### src/rtl/mem_arbiter.sv
// mem_arbiter: round-robin sharing of one RAM read port between I- and D-cache
// block refills; each grant becomes an uninterrupted N-word burst.
module mem_arbiter #(
  parameter int DATA_WIDTH         = 32,
  parameter int ADDR_WIDTH         = 20,
  parameter int BLOCK_OFFSET_WIDTH = 9
) (
  input  logic                  clk,
  input  logic                  rst_n,
  input  logic                  i_req,
  input  logic [ADDR_WIDTH-1:0] i_addr,
  output logic                  i_valid,
  output logic                  i_last,
  output logic [DATA_WIDTH-1:0] i_data,
  input  logic                  d_req,
  input  logic [ADDR_WIDTH-1:0] d_addr,
  output logic                  d_valid,
  output logic                  d_last,
  output logic [DATA_WIDTH-1:0] d_data,
  output logic                  ram_en,
  output logic [ADDR_WIDTH-1:0] ram_addr,
  input  logic [DATA_WIDTH-1:0] ram_rdata,
  output logic                  busy,
  output logic                  grant
);
  localparam int BW = BLOCK_OFFSET_WIDTH;
  typedef enum logic [1:0] {IDLE, BURST, DRAIN} state_t;
  state_t                 r_state;
  logic [BW-1:0]          r_cnt, r_ridx;
  logic [ADDR_WIDTH-BW-1:0] r_base;
  logic                   r_rv, r_last_served, r_grant;
  logic                   w_owner, w_last;
  logic                   w_unused;
  // on a tie, favour whoever did not own the previous burst
  assign w_owner  = (i_req && d_req) ? ~r_last_served : d_req;
  assign w_unused = ^{i_addr[BW-1:0], d_addr[BW-1:0]};
  always_ff @(posedge clk or negedge rst_n)
    if (!rst_n) begin
      r_state       <= IDLE;
      r_cnt         <= '0;
      r_ridx        <= '0;
      r_base        <= '0;
      r_rv          <= 1'b0;
      r_last_served <= 1'b1;
      r_grant       <= 1'b0;
    end else begin
      r_rv   <= r_state == BURST;
      r_ridx <= r_cnt;
      case (r_state)
        IDLE: begin
          r_cnt <= '0;
          if (i_req || d_req) begin
            r_state <= BURST;
            r_grant <= w_owner;
            r_base  <= w_owner ? d_addr[ADDR_WIDTH-1:BW] : i_addr[ADDR_WIDTH-1:BW];
          end
        end
        BURST: begin
          r_cnt <= r_cnt + 1'b1;
          if (&r_cnt) r_state <= DRAIN;
        end
        DRAIN: begin
          r_state       <= IDLE;
          r_last_served <= r_grant;
        end
        default: r_state <= IDLE;
      endcase
    end
  assign ram_en   = r_state == BURST;
  assign ram_addr = ram_en ? {r_base, r_cnt} : '0;
  assign busy     = r_state != IDLE;
  assign grant    = r_grant;
  assign w_last   = r_rv && (&r_ridx);
  assign i_valid  = r_rv && !r_grant;
  assign d_valid  = r_rv && r_grant;
  assign i_last   = w_last && !r_grant;
  assign d_last   = w_last && r_grant;
  assign i_data   = i_valid ? ram_rdata : '0;
  assign d_data   = d_valid ? ram_rdata : '0;
endmodule
### config.mk
export PLATFORM = sky130hd
export DESIGN_NAME = mem_arbiter
export DESIGN_NICKNAME = d
export VERILOG_FILES = /design/src/rtl/mem_arbiter.sv
export SDC_FILE = /design/constraint.sdc
export NUM_CORES = 1
export LEC_CHECK = 0
export BUFFER_PORTS_ARGS = -buffer_cell sky130_fd_sc_hd__buf_2
export CAP_MARGIN = 30
export CELL_PAD_IN_SITES_DETAIL_PLACEMENT = 1
export CELL_PAD_IN_SITES_GLOBAL_PLACEMENT = 2
export CORE_MARGIN = 2
export CORE_UTILIZATION = 20
export CTS_CLUSTER_DIAMETER = 80
export DETAILED_ROUTE_END_ITERATION = 12
export PLACE_DENSITY_LB_ADDON = 0.1
export SYNTH_ARGS = -nofsm -noshare
export SYNTH_HDL_FRONTEND = slang
export SYNTH_SLANG_ARGS = --single-unit
### constraint.sdc
create_clock -name clk -period 2.4 [get_ports clk]
set_clock_uncertainty 0.2 [all_clocks]
set_input_delay 0.36 -clock clk [delete_from_list [all_inputs] [get_ports clk]]
set_output_delay 0.36 -clock clk [all_outputs]
set_load 0.01 [all_outputs]
Word level (Yosys, flattened, before mapping):

Index checks and enable logic that the tools add are counted.
W data, S select, Z words.

* add/sub/neg operators: 1
* equality and inequality tests: 4
* mux-type cells: 9
* bitwise operators: 1
* reduce and logical (&&, ||, !) cells: 15

Operator list (number)
* $mux W32: 2
* $mux W20: 1
* $pmux W9 S2: 1
* $reduce_and A9 Y1: 2
* $mux W11: 1
* $add A9 B1 Y9 const B: 1
* $logic_and A1 B1 Y1: 6
* $mux W2: 2
* $pmux W2 S2: 1
* $reduce_and A2 Y1: 2
* $reduce_bool A2 Y1: 2
* $eq A2 B1 Y1 const B: 1
* $eq A2 B2 Y1 const B: 1
* $logic_not A2 Y1: 1
* $ne A2 B1 Y1 const B: 1
* $ne A2 B2 Y1 const B: 1
* $logic_not A1 Y1: 1
* $logic_or A1 B1 Y1: 1
* $mux W1: 1
* $not A1 Y1: 1

* bits in registers: 34
* output and inout bits: 91

Depth between registers and ports, before layout:

Gate-level depths: netlist (run 1).

* depth after elaboration: 3
* depth in mapped cells: 5

Worst setup path before layout (run 1):

No wires, ideal clock.

* path type: register to output
* start: register r_grant (netlist: grant)
* end: output port i_data[22]
* data arrival time: 1202 ps
* data required time: 1840 ps
* setup slack: 638 ps
* stages on the path, launching flop included: 4
* cell sequence: dfrtp_1 -> nor2b_1 -> clkbuf_1 -> and2_1

* word-level cells in the longest chain between the ends: 3

RTL lines
* from (decl): RTL line 31 `logic r_rv, r_last_served, r_grant;`
* from (signal assigned): RTL line 54 `r_grant <= w_owner;`
* $logic_not A1 Y1: RTL line 74 `assign i_valid = r_rv && !r_grant;`
* $logic_and A1 B1 Y1: RTL line 74
* named net i_valid: RTL line 12 `output logic i_valid,`
* $mux W32: RTL line 78 `assign i_data = i_valid ? ram_rdata : '0;`
* to (decl): RTL line 14 `output logic [DATA_WIDTH-1:0] i_data,`

The timed path passes the listed nets, and every way through them passes these cells.

Worst setup path in the final report (run 1):

* start: register r_state[1]
* end: output port ram_addr[19]

* word-level cells in the longest chain between the ends: 2

RTL lines
* from (decl): RTL line 28 `state_t r_state;`
* from (signal assigned): RTL line 39 `r_state <= IDLE;`
* from (signal assigned): RTL line 53 `r_state <= BURST;`
* from (signal assigned): RTL line 60 `if (&r_cnt) r_state <= DRAIN;`
* $eq A2 B1 Y1: RTL line 69 `assign ram_en = r_state == BURST;`
* $mux W20: RTL line 70 `assign ram_addr = ram_en ? {r_base, r_cnt} : '0;`
* to (decl): RTL line 21 `output logic [ADDR_WIDTH-1:0] ram_addr,`

Every way passes these cells.

==> impl_metrics.tcl, run 1 <==
set metrics [dict create \
    hp-class "input port to flip-flop" \
    setup_viol 0 \
    power_leakage_nw 1.75 \
    status "finished, final reports clean" \
    synth-seq-cells 34 \
    grt.total_usage 0.125 \
    cp_max_fo 16 \
    gp_congestion 0.738 \
    regToRegStartpoint "r_state[1]$_DFFE_PN0P_" \
    first_pass_iters 3 \
    synthTopCellsByArea "dfrtp_1 41%, and2_1 17%, and3_1 10%" \
    io_buffers 148 \
    grt_max_degree 36 \
    multi_input_area_um2 1080 \
    hp-start "d_addr[17]" \
    antennaDiodeCount 0 \
    drtAntennaViolNets 0 \
    setup-tns-final_ns 0 \
    r2r-end "r_base[2]$_DFFE_PN0P_" \
    dp_slack_ns 0.383 \
    cts_max_level 2 \
    irDropWorstVdd_mv 0.224 \
    netlist_area_um2 2000 \
    worstSetupPathType "flip-flop to output port" \
    synth_top_area_share 0.412 \
    ff_latch_area_um2 852 \
    period_share 0.888 \
    rows 36 \
    vias_per_cell 4.26 \
    hold_viol 0 \
    whs_endpoint "r_base[8]$_DFFE_PN0P_" \
    setup_slack_ns 0.269 \
    core_area_um2 9730 \
    routedWlPerCell_um 13.9 \
    power_density_nw_per_um2 412 \
    fin_crit_ns 2.13 \
    min_path_cells 3 \
    grt_pass1_wl_um 11200 \
    ys_seq_area_frac 0.425 \
    synth_warnings 0 \
    clkTransAtPathRegs_ns 0.07 \
    synth_area_per_cell_um2 9.37 \
    cts_root_buffer "clkbuf_8" \
    die_area_um2 10800 \
    rsz0062_at_grt "false" \
    max_cap_viol_count 0 \
    drt_iter0_markers 59 \
    worst_pin_slew_ns 1.03 \
    cts_sinks 34 \
    dpl.cell_count 487 \
    initial_core_util 0.206 \
    reg2reg_setup_slack_ns 0.46 \
    start_kind "flip-flop" \
    syn_nets 292 \
    reg2reg_depth 3 \
    end_kind "output port" \
    clock_latency_ns 0.28 \
    cp_data_arrival_time_ns 1.57 \
    dp_hpwl_um 5270 \
    tritoncts "done" \
    clockBufferDepth 2 \
    die_h_um 104 \
    yosys.area.top_type "dfrtp_1" \
    drc 0 \
    dieWidth_um 104 \
    netlist-cell-type-count 28 \
    grt_pass1_vias 2097 \
    max_freq_ghz 0.469 \
    routed_wl_um 6890 \
    via_count 2112 \
    relSlewSlack 0.307 \
    final_cells 496 \
    required_ns 1.84 \
    grt-ovfl-total 0 \
    fillCellCount 1192 \
    synthCells 214 \
    drv_slew 0 \
    ios 167 \
    cts_buffers 5 \
    syn_to_final_growth_pct 50.3 \
    drive_above_1_share 0.485 \
    antenna_found_initial 0 \
    final_nets 440 \
]
## cells in the final DEF (no fill, tap or decap), types with 2 or more instances in the layout
cell type	instances
nor2_1	4
o21ai_0	18
dfrtp_1	33
inv_1	3
a22o_1	4
and3_1	33
and2_1	53
mux2i_1	7
nand2_1	8
or3_1	3
a21oi_1	2
buf_2	148
clkbuf_8	5
nand3_1	4
clkinv_2	2
ha_1	2
buf_4	6
nand2b_1	2
nand4_1	2
mux2_2	12
## logic make-up after synthesis
kind of cell / count (synthesis) / share of synthesized area
adders and majority gates: 2 / 0.0125
and+or+nand+nor: 114 / 0.340
buffers and inverters: 17 / 0.0368
muxes: 19 / 0.102
DFF: 34 / 0.425
AOI/OAI and AO/OA: 28 / 0.0830
## cells in the mapped netlist (all sizes together)
cell type,n
and3,33
clkbuf,11
nor2b,1
nor3,1
or3,3
o211ai,1
dfrtp,33
and2,53
nor2,4
dfstp,1
ha,2
nor3b,1
inv,3
a21bo,1
a21oi,2
nand2b,2
nand4,2
nand3,4
or4,1
mux2i,7
a22o,4
o311ai,1
o21ai,19
mux2,12
nand4b,1
nand2,8
buf,3
## registers in the layout, indices dropped and copies added, names as in the netlist
signal,cells
r_cnt,9
r_ridx,9
grant,1
r_state,2
r_base,11
r_last_served,1
r_rv,1
## critical path: stages, from the launching register on
cell and delay [ns]:
dfrtp_1 0.47, nand2b_1 0.25, inv_1 0.10, buf_4 0.19, and2_1 0.14, buf_2 0.13
## stage by stage
step / power (W) / hold slack [ns] / utilization / instance area (um^2)
floorplan: 0.000639 / -0.136 / - / 2000
finish: 0.00124 / 0.173 / 0.310 / 3010
global route: 0.00130 / 0.185 / 0.310 / 3010
CTS: 0.00126 / 0.168 / 0.310 / 3010
detailed placement: 0.000732 / 0.254 / 0.297 / 2890
global placement: 0.000731 / 0.258 / 0.297 / 2890
## routing by layer
layer	global-route usage	up-vias	routed length [um]
met5	0	-	0
met4	0.0319	0	55
met3	0.0357	4	527
met2	0.214	100	3260
met1	0.156	979	3050
li1	-	1029	-
## report_power, final
part	switching (W)	internal (W)
Sequential	0	0.000573
Combinational	0.0000701	0.0000763
Clock	0.000216	0.000306
## how the worst max path moves through the flow
| stage | slack (ns) | to | start | depth (start not counted) |
|---|---|---|---|---|
| CTS | 0.19 | ram_addr[19] | r_state[1]$_DFFE_PN0P_ | 5 |
| detailed placement | 0.38 | r_base[2]$_DFFE_PN0P_ | d_req | 3 |
| global placement | 0.40 | r_base[3]$_DFFE_PN0P_ | d_req | 3 |
| global route | 0.13 | ram_addr[15] | r_state[1]$_DFFE_PN0P_ | 5 |
| finish | 0.27 | ram_addr[19] | r_state[1]$_DFFE_PN0P_ | 5 |
| floorplan | 0.64 | i_data[22] | grant$_DFFE_PN0P_ | 3 |
## repair_timing
item                      in CTS  in global routing
buffers inserted               0                  0
resized for setup              0                  0
hold buffers                   1                  0
hold endpoints to repair      33                  0
## cell type report
class,count,share of cell area
clock inverters,3,0.0133
inverters,3,0.00374
repair buffers,155,0.264
flip-flops and latches,34,0.283
clock buffers,5,0.0228
multi-input cells,163,0.358
well taps,133,0.0552
Note: power is estimated with default switching activity, not from simulation.
==> run 2: changes to the inputs <==
==> constraint.sdc (replaced) <==
create_clock -name clk -period 2.3 [get_ports clk]
set_clock_uncertainty 0.2 [all_clocks]
set_input_delay 0.345 -clock clk [delete_from_list [all_inputs] [get_ports clk]]
set_output_delay 0.345 -clock clk [all_outputs]
set_load 0.01 [all_outputs]
==> run 2 against run 1 <==
  * Critical path depth unchanged
  * Sequential share of layout area about the same
  * Global-route usage decreased by 0.30 points
  * Setup slack got worse by 0.058 ns
  * Die area unchanged
  * Register-to-register slack about the same
  * Flip-flop and latch count unchanged
  * Clock power decreased by 13%
  * Cell count increased by 0.40%
  * Utilization about the same
  * First-iteration DRC count increased by 39%
  * Highest routed layer unchanged
==> impl_metrics.tcl, run 2 (synthesis gave the netlist of run 1 again) <==
set metrics [dict create \
    die_h_um 104 \
    final_cell_mix "148 x buf_2, 53 x and2_1, 33 x and3_1, 33 x dfrtp_1, 18 x o21ai_0" \
    path_cells "nand2b_1, inv_1, buf_4, and2_1, buf_2" \
    status "finished, final reports clean" \
    registers.top_by_ff_count "r_base" \
    first_pass_iters 4 \
    post_cts_resized 0 \
    fin_util 0.309 \
    largestRegisters "r_base x11, r_cnt x9, r_ridx x9" \
    multi_input_area_um2 1080 \
    irDropWorstVdd_mv 0.318 \
    drt_iter0_markers 82 \
    grt_max_degree 38 \
    worstSetupPathType "flip-flop to output port" \
    dp_hpwl_um 5150 \
    period_share 0.908 \
    via_count 2162 \
    ff_latch_area_um2 852 \
    crit_end "ram_addr[11]" \
    syn_to_final_growth_pct 50.2 \
    worst_pin_slew_ns 0.770 \
    cp_data_arrival_time_ns 1.54 \
    clock_latency_ns 0.28 \
    setup_viol 0 \
    max_cap_viol_count 0 \
    cp_slowest_cell "dfrtp_1" \
    rows 36 \
    end_kind "output port" \
    initial_core_util 0.206 \
    clkTransAtPathRegs_ns 0.07 \
    dieWidth_um 104 \
    die_area_um2 10800 \
    hp-class "input port to flip-flop" \
    gp_congestion 0.740 \
    io_buffers 148 \
    fin_crit_ns 2.09 \
    max_stage_delay_ns 0.46 \
    drv_slew 0 \
    hold_viol 0 \
    core_area_um2 9730 \
    power_density_nw_per_um2 400 \
    whs_ns 0.160 \
    cts_sinks 34 \
    setup-tns-final_ns 0 \
    max_freq_ghz 0.479 \
    start_kind "flip-flop" \
    clockBufferDepth 2 \
    routed_wl_um 6790 \
    power_leakage_nw 1.75 \
    cts_max_level 2 \
    cp_max_fo 16 \
    grt-ovfl-total 0 \
    antenna_found_initial 0 \
    final_nets 442 \
    tritoncts "done" \
    routedWlPerCell_um 13.6 \
    r2r-end "r_cnt[8]$_DFFE_PN0P_" \
    cpLargestDelayFamily "flip-flops" \
    cts_buffers 5 \
    drc 0 \
    grt.total_usage 0.122 \
    grt_pass1_wl_um 11000 \
    fillCellCount 1229 \
    crit_buf_inv 3 \
    layout_commonest_cell "buf_2" \
    cp.depth 5 \
    reg2reg_depth 5 \
    reg2reg_setup_slack_ns 0.45 \
    drive_above_1_share 0.485 \
    ios 167 \
    vias_per_cell 4.34 \
    startpoint "r_state[0]$_DFFE_PN0P_" \
    cts_root_buffer "clkbuf_8" \
    grt_pass1_vias 2060 \
    drtAntennaViolNets 0 \
    largest_register_ffs 11 \
    postCtsSetupBuffers 0 \
    relSlewSlack 0.486 \
    antennaDiodeCount 0 \
    required_ns 1.75 \
    regToRegStartpoint "r_cnt[0]$_DFFE_PN0P_" \
    rsz0062_at_grt "false" \
]
-- run 2: final cells by class --
class | count | area share
well taps | 133 | 0.0553
multi-input cells | 163 | 0.358
clock inverters | 1 | 0.00166
flip-flops and latches | 34 | 0.283
clock buffers | 7 | 0.0287
repair buffers | 157 | 0.269
inverters | 3 | 0.00374
-- run 2: worst register-to-register path, stage by stage (launching register included) --
cell and delay, ns:
dfrtp_1 0.47, ha_1 0.21, nand3_1 0.18, nor3_1 0.24, ha_1 0.26, a22o_1 0.18
-- run 2: worst min path at each step --
stage | start | endpoint | cells past startpoint
detailed placement | r_cnt[8]$_DFFE_PN0P_ | r_ridx[8]$_DFF_PN0_ | 0
global route | d_addr[17] | r_base[8]$_DFFE_PN0P_ | 3
finish | d_addr[16] | r_base[7]$_DFFE_PN0P_ | 3
floorplan | rst_n | grant$_DFFE_PN0P_ | 0
CTS | d_addr[17] | r_base[8]$_DFFE_PN0P_ | 3
global placement | r_cnt[8]$_DFFE_PN0P_ | r_ridx[8]$_DFF_PN0_ | 0
-- run 2: report_power, final --
group / total [W] / internal, W / leakage, nW / switching, W
logic: 0.000152 / 0.0000796 / 1.26 / 0.0000724
clock network: 0.000454 / 0.000242 / 0.0482 / 0.000213
registers: 0.000598 / 0.000598 / 0.437 / 0
total: 0.00120 / 0.000919 / 1.75 / 0.000285
-- run 2: what timing repair did --
item | 4_1_cts | 5_1_grt
hold buffers | 1 | 0
endpoints found under the hold margin | 33 | 0
setup endpoints to repair | 0 | 0
-- run 2: stage by stage --
step           setup WS [ns]  instances  power (W)  area [um^2]
6_report               0.212        498    0.00120         3010
5_1_grt               0.0864        498    0.00126         3010
4_1_cts                0.187        498    0.00123         3010
3_5_place_dp           0.444        489   0.000763         2910
3_3_place_gp           0.285        488   0.000763         2900
2_1_floorplan          0.553        214   0.000667         2000
-- run 2: per-layer routing --
metal,GRT usage,routed length (um),vias up
met5,0,0,-
met4,0.0261,53,0
met3,0.0370,575,4
met2,0.210,3210,106
met1,0.152,2950,1014
li1,-,-,1038
==> run 3: changes to the inputs <==
--- a/config.mk
+++ b/config.mk
@@ -10,10 +10,11 @@
 export CELL_PAD_IN_SITES_DETAIL_PLACEMENT = 1
 export CELL_PAD_IN_SITES_GLOBAL_PLACEMENT = 2
 export CORE_MARGIN = 2
-export CORE_UTILIZATION = 20
+export CORE_UTILIZATION = 18
 export CTS_CLUSTER_DIAMETER = 80
 export DETAILED_ROUTE_END_ITERATION = 12
 export PLACE_DENSITY_LB_ADDON = 0.1
 export SYNTH_ARGS = -nofsm -noshare
 export SYNTH_HDL_FRONTEND = slang
 export SYNTH_SLANG_ARGS = --single-unit
+export TNS_END_PERCENT = 100
==> constraint.sdc (replaced) <==
create_clock -name clk -period 1.85 [get_ports clk]
set_clock_uncertainty 0.2 [all_clocks]
set_input_delay 0.2775 -clock clk [delete_from_list [all_inputs] [get_ports clk]]
set_output_delay 0.2775 -clock clk [all_outputs]
set_load 0.01 [all_outputs]
==> run 3 against run 2 <==
  * The flow now finishes with violations (negative setup slack)
  * Register-to-register slack got worse by 0.35 ns
  * Clock power rose by 22%
  * Setup slack got worse by 0.21 ns
  * Flip-flop and latch count did not move
  * Wire length rose by 5.9%
==> impl_metrics.tcl, run 3 (synthesis gave the netlist of run 1 again) <==
set metrics [dict create \
    rows 38 \
    reg2reg_depth 5 \
    fin_crit_ns 1.85 \
    period_share 1.00 \
    relSlewSlack 0.627 \
    die_h_um 110 \
    largest_register_ffs 11 \
    start_kind "flip-flop" \
    hold_viol 0 \
    cts_sinks 34 \
    drtAntennaViolNets 0 \
    power_density_nw_per_um2 443 \
    grt_pass1_wl_um 10200 \
    largestRegisters "r_base x11, r_cnt x9, r_ridx x9" \
    core_area_um2 10800 \
    grt.total_usage 0.108 \
    min_path_cells 3 \
    violations "negative setup slack" \
    antenna_found_initial 0 \
    cts_root_buffer "clkbuf_8" \
    power_w 0.00149 \
    cp_data_arrival_time_ns 1.38 \
    drt_iter0_markers 120 \
    die_area_um2 12000 \
    irDropWorstVdd_mv 0.279 \
    clock_latency_ns 0.28 \
    gp_congestion 0.692 \
    clkTransAtPathRegs_ns 0.07 \
    max_cap_viol_count 0 \
    cp_max_fo 2 \
    grt_max_degree 38 \
    dieWidth_um 110 \
    status "finished, violations left" \
    drc 0 \
    antennaDiodeCount 0 \
    hp-class "input port to flip-flop" \
    dp_hpwl_um 5390 \
    io_buffers 148 \
    postLayoutCellArea_um2 3360 \
    routed_wl_um 7190 \
    clockBufferDepth 2 \
    initial_core_util 0.185 \
    drv_slew 0 \
    vias_per_cell 4.22 \
    power_leakage_nw 1.91 \
    dpl.cell_count 506 \
    required_ns 1.37 \
    drive_above_1_share 0.565 \
    final_cells 522 \
    tritoncts "done" \
    cts_max_level 2 \
    setup_viol 1 \
    end_kind "output port" \
    registers.top_by_ff_count "r_base" \
    first_pass_iters 4 \
    rsz0062_at_grt "true" \
    fin_util 0.310 \
    max_freq_ghz 0.540 \
    final_cell_mix "133 x buf_2, 38 x and2_1, 33 x and3_1" \
    setup_slack_ns -0.00278 \
    routedWlPerCell_um 13.8 \
    layout_commonest_cell "buf_2" \
    syn_to_final_growth_pct 67.4 \
    worst_pin_slew_ns 0.559 \
    dpl_cell_area_um2 3010 \
    grt_pass1_vias 2054 \
    worstSetupPathType "flip-flop to output port" \
    ios 167 \
    grt-ovfl-total 0 \
    reg2reg_setup_slack_ns 0.10 \
    via_count 2203 \
    cts_buffers 5 \
    final_nets 459 \
]
## run 3: cell count changes in the layout (fill, tap and decap cells not counted), sizes merged
cell    delta
clkbuf     +1
buf       +16
## run 3: where the power goes
| group | internal, W | switching [W] | total, W | leakage [nW] |
|---|---|---|---|---|
| Clock | 0.000300 | 0.000254 | 0.000554 | 0.0482 |
| Combinational | 0.000102 | 0.0000884 | 0.000190 | 1.42 |
| Sequential | 0.000743 | 0 | 0.000743 | 0.436 |
## run 3: layer usage
layer	part of all wire	wire length (um)	track usage	vias up
met1	0.39	2780	0.127	1022
met5	0	0	0	-
met2	0.49	3500	0.190	102
li1	-	-	-	1074
met3	0.12	828	0.0302	5
met4	0.010	72	0.0298	0
## run 3: cell type report
class                   instances  area [um^2]
fillers                      1308         7480
multi-input cells             163         1140
repair buffers                174         1080
flip-flops and latches         34          853
well taps                     140          175
clock buffers                   7         86.3
inverters                       3         16.3
clock inverters                 1         5.00
## run 3: worst paths after layout
| check | start | end |
|---|---|---|
| worst max-delay path | r_ridx[2]$_DFF_PN0_ | i_last |
| worst min-delay path | d_addr[19] | r_base[10]$_DFFE_PN0P_ |
| worst max register to register | r_state[1]$_DFFE_PN0P_ | r_cnt[7]$_DFFE_PN0P_ |
| worst min register to register | r_cnt[7]$_DFFE_PN0P_ | r_ridx[7]$_DFF_PN0_ |
| max in group asynchronous | rst_n | r_cnt[7]$_DFFE_PN0P_ |
| min in group asynchronous | rst_n | r_cnt[0]$_DFFE_PN0P_ |
## run 3: repair_timing
item,in CTS,in global routing
buffers inserted,2,3
endpoints found under the hold margin,21,0
hold buffers,1,0
resized for setup,7,38
gates cloned,0,2
setup endpoints to repair,23,56
pin swaps,3,9
## run 3: per-stage QoR
| step | setup WS, ns | hold WS [ns] | TNS (ns) |
|---|---|---|---|
| final | -0.00278 | 0.0946 | -0.00278 |
| after global routing | -0.114 | 0.0976 | -0.605 |
| after CTS | -0.0570 | 0.0959 | -0.0689 |
| after detailed placement | 0.129 | 0.111 | 0 |
| after global placement | 0.142 | 0.111 | 0 |
| after floorplan | 0.156 | -0.218 | 0 |
## run 3: critical path: stages, from the launching register on
cell,delay (ns)
dfrtp_1,0.33
nand4_1,0.09
or3_4,0.39
nor3b_2,0.15
buf_2,0.15
